===== src/rtl/pipeline_hazard_controller_pkg.sv =====
// Shared definitions for the pipeline hazard controller.
//   state_t   : mul/div occupancy FSM encoding (RUN = 0, BUSY = 1)
//   MD_CNT_W  : width of the mul/div down-counter. It covers the legal range
//               of MULDIV_CYCLES, which is 1..16.
package pipeline_hazard_controller_pkg;

  typedef enum logic {
    RUN  = 1'b0,
    BUSY = 1'b1
  } state_t;

  localparam int MD_CNT_W = $clog2(16);

endpackage


===== src/rtl/pipeline_hazard_controller_sat_counter.sv =====
// Saturating up-counter used for the hazard statistics.
//   clk   : rising-edge clock
//   clr_n : asynchronous active-low clear
//   inc   : count this cycle; the count holds once it reaches all-ones
//   count : current value
module sat_counter #(
  parameter int W = 32
) (
  input  logic         clk,
  input  logic         clr_n,
  input  logic         inc,
  output logic [W-1:0] count
);

  always_ff @(posedge clk or negedge clr_n) begin
    if (!clr_n)                  count <= '0;
    else if (inc && count != '1) count <= count + 1'b1;
  end

endmodule


===== src/rtl/pipeline_hazard_controller.sv =====
// Stall/flush controller for a 5-stage RISC-V pipeline (IF ID EX MEM WB).
// It drives the per-stage register enables (hold) and flushes (bubble).
// Hazards are handled in this priority order:
//   1. data-memory wait
//   2. multi-cycle mul/div in EX
//   3. branch/jump redirect
//   4. load-use
// Ports:
//   clk, reset (async active-low)
//   id_*  : source registers of the ID instruction and their read flags
//   ex_*  : destination, load, mul/div and redirect status of EX
//   mem_req / mem_ready : data-memory handshake seen in MEM
//   *_enable / *_flush  : Mealy controls for PC and the stage registers
//   muldiv_busy         : FSM is in state BUSY
//   stall_count / flush_count : saturating statistics counters
module pipeline_hazard_controller
  import pipeline_hazard_controller_pkg::*;
#(
  parameter int REG_ADDR_W    = 5,
  parameter int MULDIV_CYCLES = 4,
  parameter int STAT_W        = 32
) (
  input  logic                  clk,
  input  logic                  reset,
  input  logic [REG_ADDR_W-1:0] id_rs1,
  input  logic [REG_ADDR_W-1:0] id_rs2,
  input  logic                  id_use_rs1,
  input  logic                  id_use_rs2,
  input  logic [REG_ADDR_W-1:0] ex_rd,
  input  logic                  ex_mem_read,
  input  logic                  ex_is_muldiv,
  input  logic                  ex_redirect,
  input  logic                  mem_req,
  input  logic                  mem_ready,
  output logic                  pc_enable,
  output logic                  if_id_enable,
  output logic                  if_id_flush,
  output logic                  id_ex_enable,
  output logic                  id_ex_flush,
  output logic                  ex_mem_enable,
  output logic                  ex_mem_flush,
  output logic                  mem_wb_enable,
  output logic                  mem_wb_flush,
  output logic                  muldiv_busy,
  output logic [STAT_W-1:0]     stall_count,
  output logic [STAT_W-1:0]     flush_count
);

  // The entry cycle is the first stall cycle and the cycle that sees the
  // counter at zero is the release cycle. The counter therefore starts at
  // MULDIV_CYCLES-2.
  localparam logic [MD_CNT_W-1:0] CNT_INIT =
    (MULDIV_CYCLES > 1) ? MD_CNT_W'(MULDIV_CYCLES - 2) : '0;

  state_t              state, state_nxt;
  logic [MD_CNT_W-1:0] cnt, cnt_nxt;
  logic                mem_wait, md_entry, md_stall, load_use, flush_inc;

  always_ff @(posedge clk or negedge reset) begin
    if (!reset) begin
      state <= RUN;
      cnt   <= '0;
    end else begin
      state <= state_nxt;
      cnt   <= cnt_nxt;
    end
  end

  always_comb begin
    mem_wait = mem_req && !mem_ready;
    md_entry = (state == RUN) && ex_is_muldiv && (MULDIV_CYCLES > 1);
    md_stall = md_entry || (state == BUSY && cnt != '0);
    load_use = ex_mem_read && ex_rd != '0 &&
               ((id_use_rs1 && id_rs1 == ex_rd) || (id_use_rs2 && id_rs2 == ex_rd));

    state_nxt     = state;
    cnt_nxt       = cnt;
    flush_inc     = 1'b0;
    pc_enable     = 1'b1;
    if_id_enable  = 1'b1;
    if_id_flush   = 1'b0;
    id_ex_enable  = 1'b1;
    id_ex_flush   = 1'b0;
    ex_mem_enable = 1'b1;
    ex_mem_flush  = 1'b0;
    mem_wb_enable = 1'b1;
    mem_wb_flush  = 1'b0;

    if (!reset) begin
      pc_enable     = 1'b0;
      if_id_enable  = 1'b0;
      id_ex_enable  = 1'b0;
      ex_mem_enable = 1'b0;
      mem_wb_enable = 1'b0;
    end else if (mem_wait) begin
      // Everything up to MEM holds, and WB takes a bubble. The FSM is frozen
      // because EX is frozen.
      pc_enable     = 1'b0;
      if_id_enable  = 1'b0;
      id_ex_enable  = 1'b0;
      ex_mem_enable = 1'b0;
      mem_wb_flush  = 1'b1;
    end else if (md_stall) begin
      pc_enable    = 1'b0;
      if_id_enable = 1'b0;
      id_ex_enable = 1'b0;
      ex_mem_flush = 1'b1;
      if (md_entry) begin
        state_nxt = BUSY;
        cnt_nxt   = CNT_INIT;
      end else begin
        cnt_nxt = cnt - 1'b1;
      end
    end else begin
      if (state == BUSY) state_nxt = RUN;
      // A redirect is counted only here. While a stall is active the redirect
      // stays asserted, so it is serviced once, when the stall releases.
      if (ex_redirect) begin
        if_id_flush = 1'b1;
        id_ex_flush = 1'b1;
        flush_inc   = 1'b1;
      end else if (load_use) begin
        pc_enable    = 1'b0;
        if_id_enable = 1'b0;
        id_ex_flush  = 1'b1;
      end
    end
  end

  assign muldiv_busy = (state == BUSY);

  sat_counter #(.W(STAT_W)) u_stall_cnt (
    .clk   (clk),
    .clr_n (reset),
    .inc   (!pc_enable),
    .count (stall_count)
  );

  sat_counter #(.W(STAT_W)) u_flush_cnt (
    .clk   (clk),
    .clr_n (reset),
    .inc   (flush_inc),
    .count (flush_count)
  );

endmodule

===== config.mk =====
export PLATFORM = sky130hd
export DESIGN_NAME = pipeline_hazard_controller
export DESIGN_NICKNAME = d
export VERILOG_FILES = /design/src/rtl/pipeline_hazard_controller_pkg.sv /design/src/rtl/pipeline_hazard_controller_sat_counter.sv /design/src/rtl/pipeline_hazard_controller.sv
export SDC_FILE = /design/constraint.sdc
export NUM_CORES = 1
export LEC_CHECK = 0
export ABC_CLOCK_PERIOD_IN_PS = 2900
export CAP_MARGIN = 20
export CORE_ASPECT_RATIO = 0.9
export CORE_MARGIN = 2
export CORE_UTILIZATION = 45
export CTS_BUF_LIST = sky130_fd_sc_hd__clkbuf_2 sky130_fd_sc_hd__clkbuf_4 sky130_fd_sc_hd__clkbuf_8
export DETAILED_ROUTE_END_ITERATION = 7
export HOLD_SLACK_MARGIN = 0.03
export PLACE_DENSITY = 0.76
export SKIP_LAST_GASP = 1
export SYNTH_ARGS = -nofsm -noshare
export SYNTH_HDL_FRONTEND = slang
export SYNTH_SLANG_ARGS = --single-unit
export TNS_END_PERCENT = 10

===== constraint.sdc =====
create_clock -name clk -period 2.9 [get_ports clk]
set_input_delay 0.435 -clock clk [delete_from_list [all_inputs] [get_ports clk]]
set_output_delay 0.435 -clock clk [all_outputs]
set_load 0.02 [all_outputs]

==> impl_metrics.env <==
export IMPL_status="complete, but fails checks"
export IMPL_violations="setup timing"
export IMPL_drive_gt1_share_pct=12.6
export IMPL_ant_nets=0
export IMPL_cts_inserted_buffers=9
export IMPL_finalCriticalPeriod_ns=3.01
export IMPL_cts_clk_slew_worst_paths_ns=0.07
export IMPL_worstMarginPinSlew_ns=0.613
export IMPL_synth_net_count=369
export IMPL_start_util_pct=46.0
export IMPL_p_sw_mw=0.876
export IMPL_path_common_cell="clkdlybuf4s50_1"
export IMPL_numClockSinks=69
export IMPL_dieArea_sq_um=8910
export IMPL_first_global_vias=3014
export IMPL_maxSlewViolCount=0
export IMPL_ys_warn_count=0
export IMPL_clockBufferDepth=2
export IMPL_worstSetupPathType="primary input to primary output"
export IMPL_cts_root_buf="clkbuf_8"
export IMPL_ios=98
export IMPL_viasPerCell=5.29
export IMPL_yosysTopAreaCell="dfrtp_1"
export IMPL_postSynthCellCount=342
export IMPL_timing_hold_ws_ns=0.488
export IMPL_path_cells="clkdlybuf4s50_1 > or4_2 > o21ai_0 > buf_4 > nor2_1 > o21a_1 > clkdlybuf4s50_1"
export IMPL_cp_end_kind="primary output"
export IMPL_placeableCoreArea_sq_um=7990
export IMPL_fin_skew_ns=0.0149
export IMPL_combPwrFrac_pct=27.4
export IMPL_synth_edf_count=0
export IMPL_critical_path_top_delay_family="buffers and inverters"
export IMPL_grt_pass1_wl_um=14200
export IMPL_place_hpwl_um=6170
export IMPL_max_slew_margin_pct=58.8
export IMPL_place_area_sq_um=4820
export IMPL_cts_tree="yes"
export IMPL_power_leakage_nw=2.21
export IMPL_async_flop_share_pct=100
export IMPL_drtIter0Drc=111
export IMPL_wl_per_cell_um=14.9
export IMPL_grt_ovfl_total=0
export IMPL_insertion_delay_ns=0.34
export IMPL_vias=2969
export IMPL_cp_max_fo=3
export IMPL_drv_cap=0
export IMPL_cts_setup_buffers=0
export IMPL_clkPwrFrac_pct=26.7
export IMPL_antenna_found_initial=0
export IMPL_grt_usage_pct=19.5
export IMPL_wirelength_um=8350
export IMPL_synth_seq_area_share_pct=47.0
export IMPL_area_growth_pct=36.3
export IMPL_finalInstanceArea_sq_um=5010
export IMPL_yosys_top_cells_area="dfrtp_1 47%, xor2_1 10%, xnor2_1 6.7%"
export IMPL_synth_area_sq_um=3670
export IMPL_cp_arrival_ns=2.58
export IMPL_drc=0
export IMPL_fmax_ghz=0.332
export IMPL_swShare_pct=32.6
export IMPL_ys_ff_latch=69
export IMPL_rows=31
export IMPL_hold_path_class="primary input to async pin"
export IMPL_grt_max_degree=49
export IMPL_synth_main_ff_cell="dfrtp_1"
export IMPL_finalHoldViolCount=0
export IMPL_ys_types=54
export IMPL_firstDrtPassIters=4
export IMPL_powerDensity_nw_per_um2=538
export IMPL_irDropWorstVdd_uv=492
export IMPL_dp_cells=545
export IMPL_rsz0062_at_grt="true"
export IMPL_gp_congestion=0.817
export IMPL_htreeDepth=3
export IMPL_seq_power_share_pct=46.0
export IMPL_cp_num_buf_inv=3
export IMPL_final_cells=561
export IMPL_fin_crit_sh_pct=104
export IMPL_cp_start_kind="primary input"
export IMPL_crit_slowest_cell="or4_2"
export IMPL_slowest_delay_ns=0.65
export IMPL_p_int_mw=1.82
export IMPL_n_antenna_cell=0
export IMPL_yosysTopAreaCellShare_pct=47.0
export IMPL_final_setup_worst_slack_ns=-0.115
export IMPL_num_nets_final=485
export IMPL_required_ns=2.47
export IMPL_setup_viol=1
export IMPL_synth_avg_cell_area_sq_um=10.7
export IMPL_p_total_mw=2.69
export IMPL_io_buffers=97
export IMPL_final_util_pct=62.7
export IMPL_fp_dieH_um=89.7
export IMPL_die_w_um=99.3
==> flip-flops by register name (all words and copies together), names as in the netlist <==
name	count
u_flush_cnt.count	32
u_stall_cnt.count	32
cnt	4
muldiv_busy	1
==> per-stage QoR <==
| step | setup slack, ns | setup TNS [ns] |
|---|---|---|
| 2_1_floorplan | 0.531 | 0 |
| 3_3_place_gp | -0.124 | -0.342 |
| 3_5_place_dp | -0.148 | -0.947 |
| 4_1_cts | -0.142 | -0.252 |
| 5_1_grt | -0.255 | -0.399 |
| 6_report | -0.115 | -0.115 |
==> cell usage in the layout, fill, tap and decap left out, drive strengths merged, types with 3 or more instances in the layout <==
master	n
or3	3
buf	16
nor2	22
nor3	16
inv	13
o21ai	5
ha	3
nor4	13
and2	3
nand4	16
clkbuf	12
nand2	30
nor3b	6
xor2	44
clkdlybuf4s50	94
and4	7
dfrtp	69
xnor2	28
nand3	20
and3	8
nor4b	4
==> repair_timing <==
| action | CTS | global route |
|---|---|---|
| endpoints found under the setup margin | 3 | 4 |
| hold buffers | 1 | 0 |
| endpoints found under the hold margin | 2 | 0 |
| resized for setup | 1 | 1 |
==> cell type report <==
type                    count  area (sq um)
multi-input cells         252          1840
clock buffers              12           159
repair buffers            113          1090
well taps                  99           124
inverters                  13          48.8
clock inverters             3          21.3
fillers                   674          2980
flip-flops and latches     69          1730
==> metal layers <==
metal | track usage (%) | vias to the layer above | share of wire, %
met5 | 0 | - | 0
met4 | 5.94 | 0 | 0.91
met3 | 4.59 | 7 | 4.9
met2 | 31.1 | 69 | 48
met1 | 26.5 | 1453 | 46
li1 | - | 1440 | -
==> cell families after synthesis <==
family          Yosys count  share of synthesized area (%)
mux                       1                          0.306
compound gates           19                           4.02
fa+ha+maj                 3                           1.02
buf+inv                  21                           3.00
flops                    69                           47.0
simple gates            157                           27.5
xor+xnor                 72                           17.2
==> worst paths after layout <==
kind                                                        start                                to  slack (ns)  cells past startpoint
worst min register to register   u_flush_cnt.count[5]$_DFFE_PN0P_  u_flush_cnt.count[5]$_DFFE_PN0P_        0.49                      1
max in group asynchronous                                   reset  u_flush_cnt.count[3]$_DFFE_PN0P_        1.59                      3
worst max-delay path                                     ex_rd[1]                       id_ex_flush       -0.11                      7
worst min-delay path                                        reset                cnt[2]$_DFFE_PN0P_        0.49                      2
min in group clk                 u_flush_cnt.count[5]$_DFFE_PN0P_  u_flush_cnt.count[5]$_DFFE_PN0P_        0.49                      1
worst max register to register  u_stall_cnt.count[16]$_DFFE_PN0P_  u_stall_cnt.count[1]$_DFFE_PN0P_        0.42                      6
==> power groups by stage <==
stage | Sequential [mW] | Clock [mW] | Combinational (mW)
6_report | 1.24 | 0.717 | 0.736
3_5_place_dp | 1.25 | 0 | 0.742
4_1_cts | 1.24 | 0.736 | 0.746
5_1_grt | 1.26 | 0.775 | 0.808
3_3_place_gp | 1.25 | 0 | 0.720
2_1_floorplan | 1.34 | 0 | 0.291
==> worst reg2reg max path: cells and delay by family (launching register included) <==
kind          cells  cell delay (ns)
simple gates      5             1.62
flops             1             0.46
mux               1             0.29
==> synth_stat cells (2+ instances only) <==
| cell type | number |
|---|---|
| dfrtp_1 | 69 |
| xor2_1 | 44 |
| nand2_1 | 30 |
| xnor2_1 | 28 |
| nor2_1 | 21 |
| nand3_1 | 20 |
| nand4_1 | 15 |
| inv_1 | 13 |
| nor3_1 | 10 |
| and3_1 | 8 |
| and4_1 | 7 |
| nor3_2 | 6 |
| nor3b_1 | 5 |
| nor4_1 | 5 |
| nor4_2 | 5 |
| o21ai_0 | 5 |
| buf_6 | 3 |
| ha_1 | 3 |
| nor4_4 | 3 |
| nor4b_1 | 3 |
| a22o_1 | 2 |
| and2_0 | 2 |
| buf_4 | 2 |
| nand2b_1 | 2 |
| or3_1 | 2 |
Note: power is estimated with default switching activity, not from simulation.
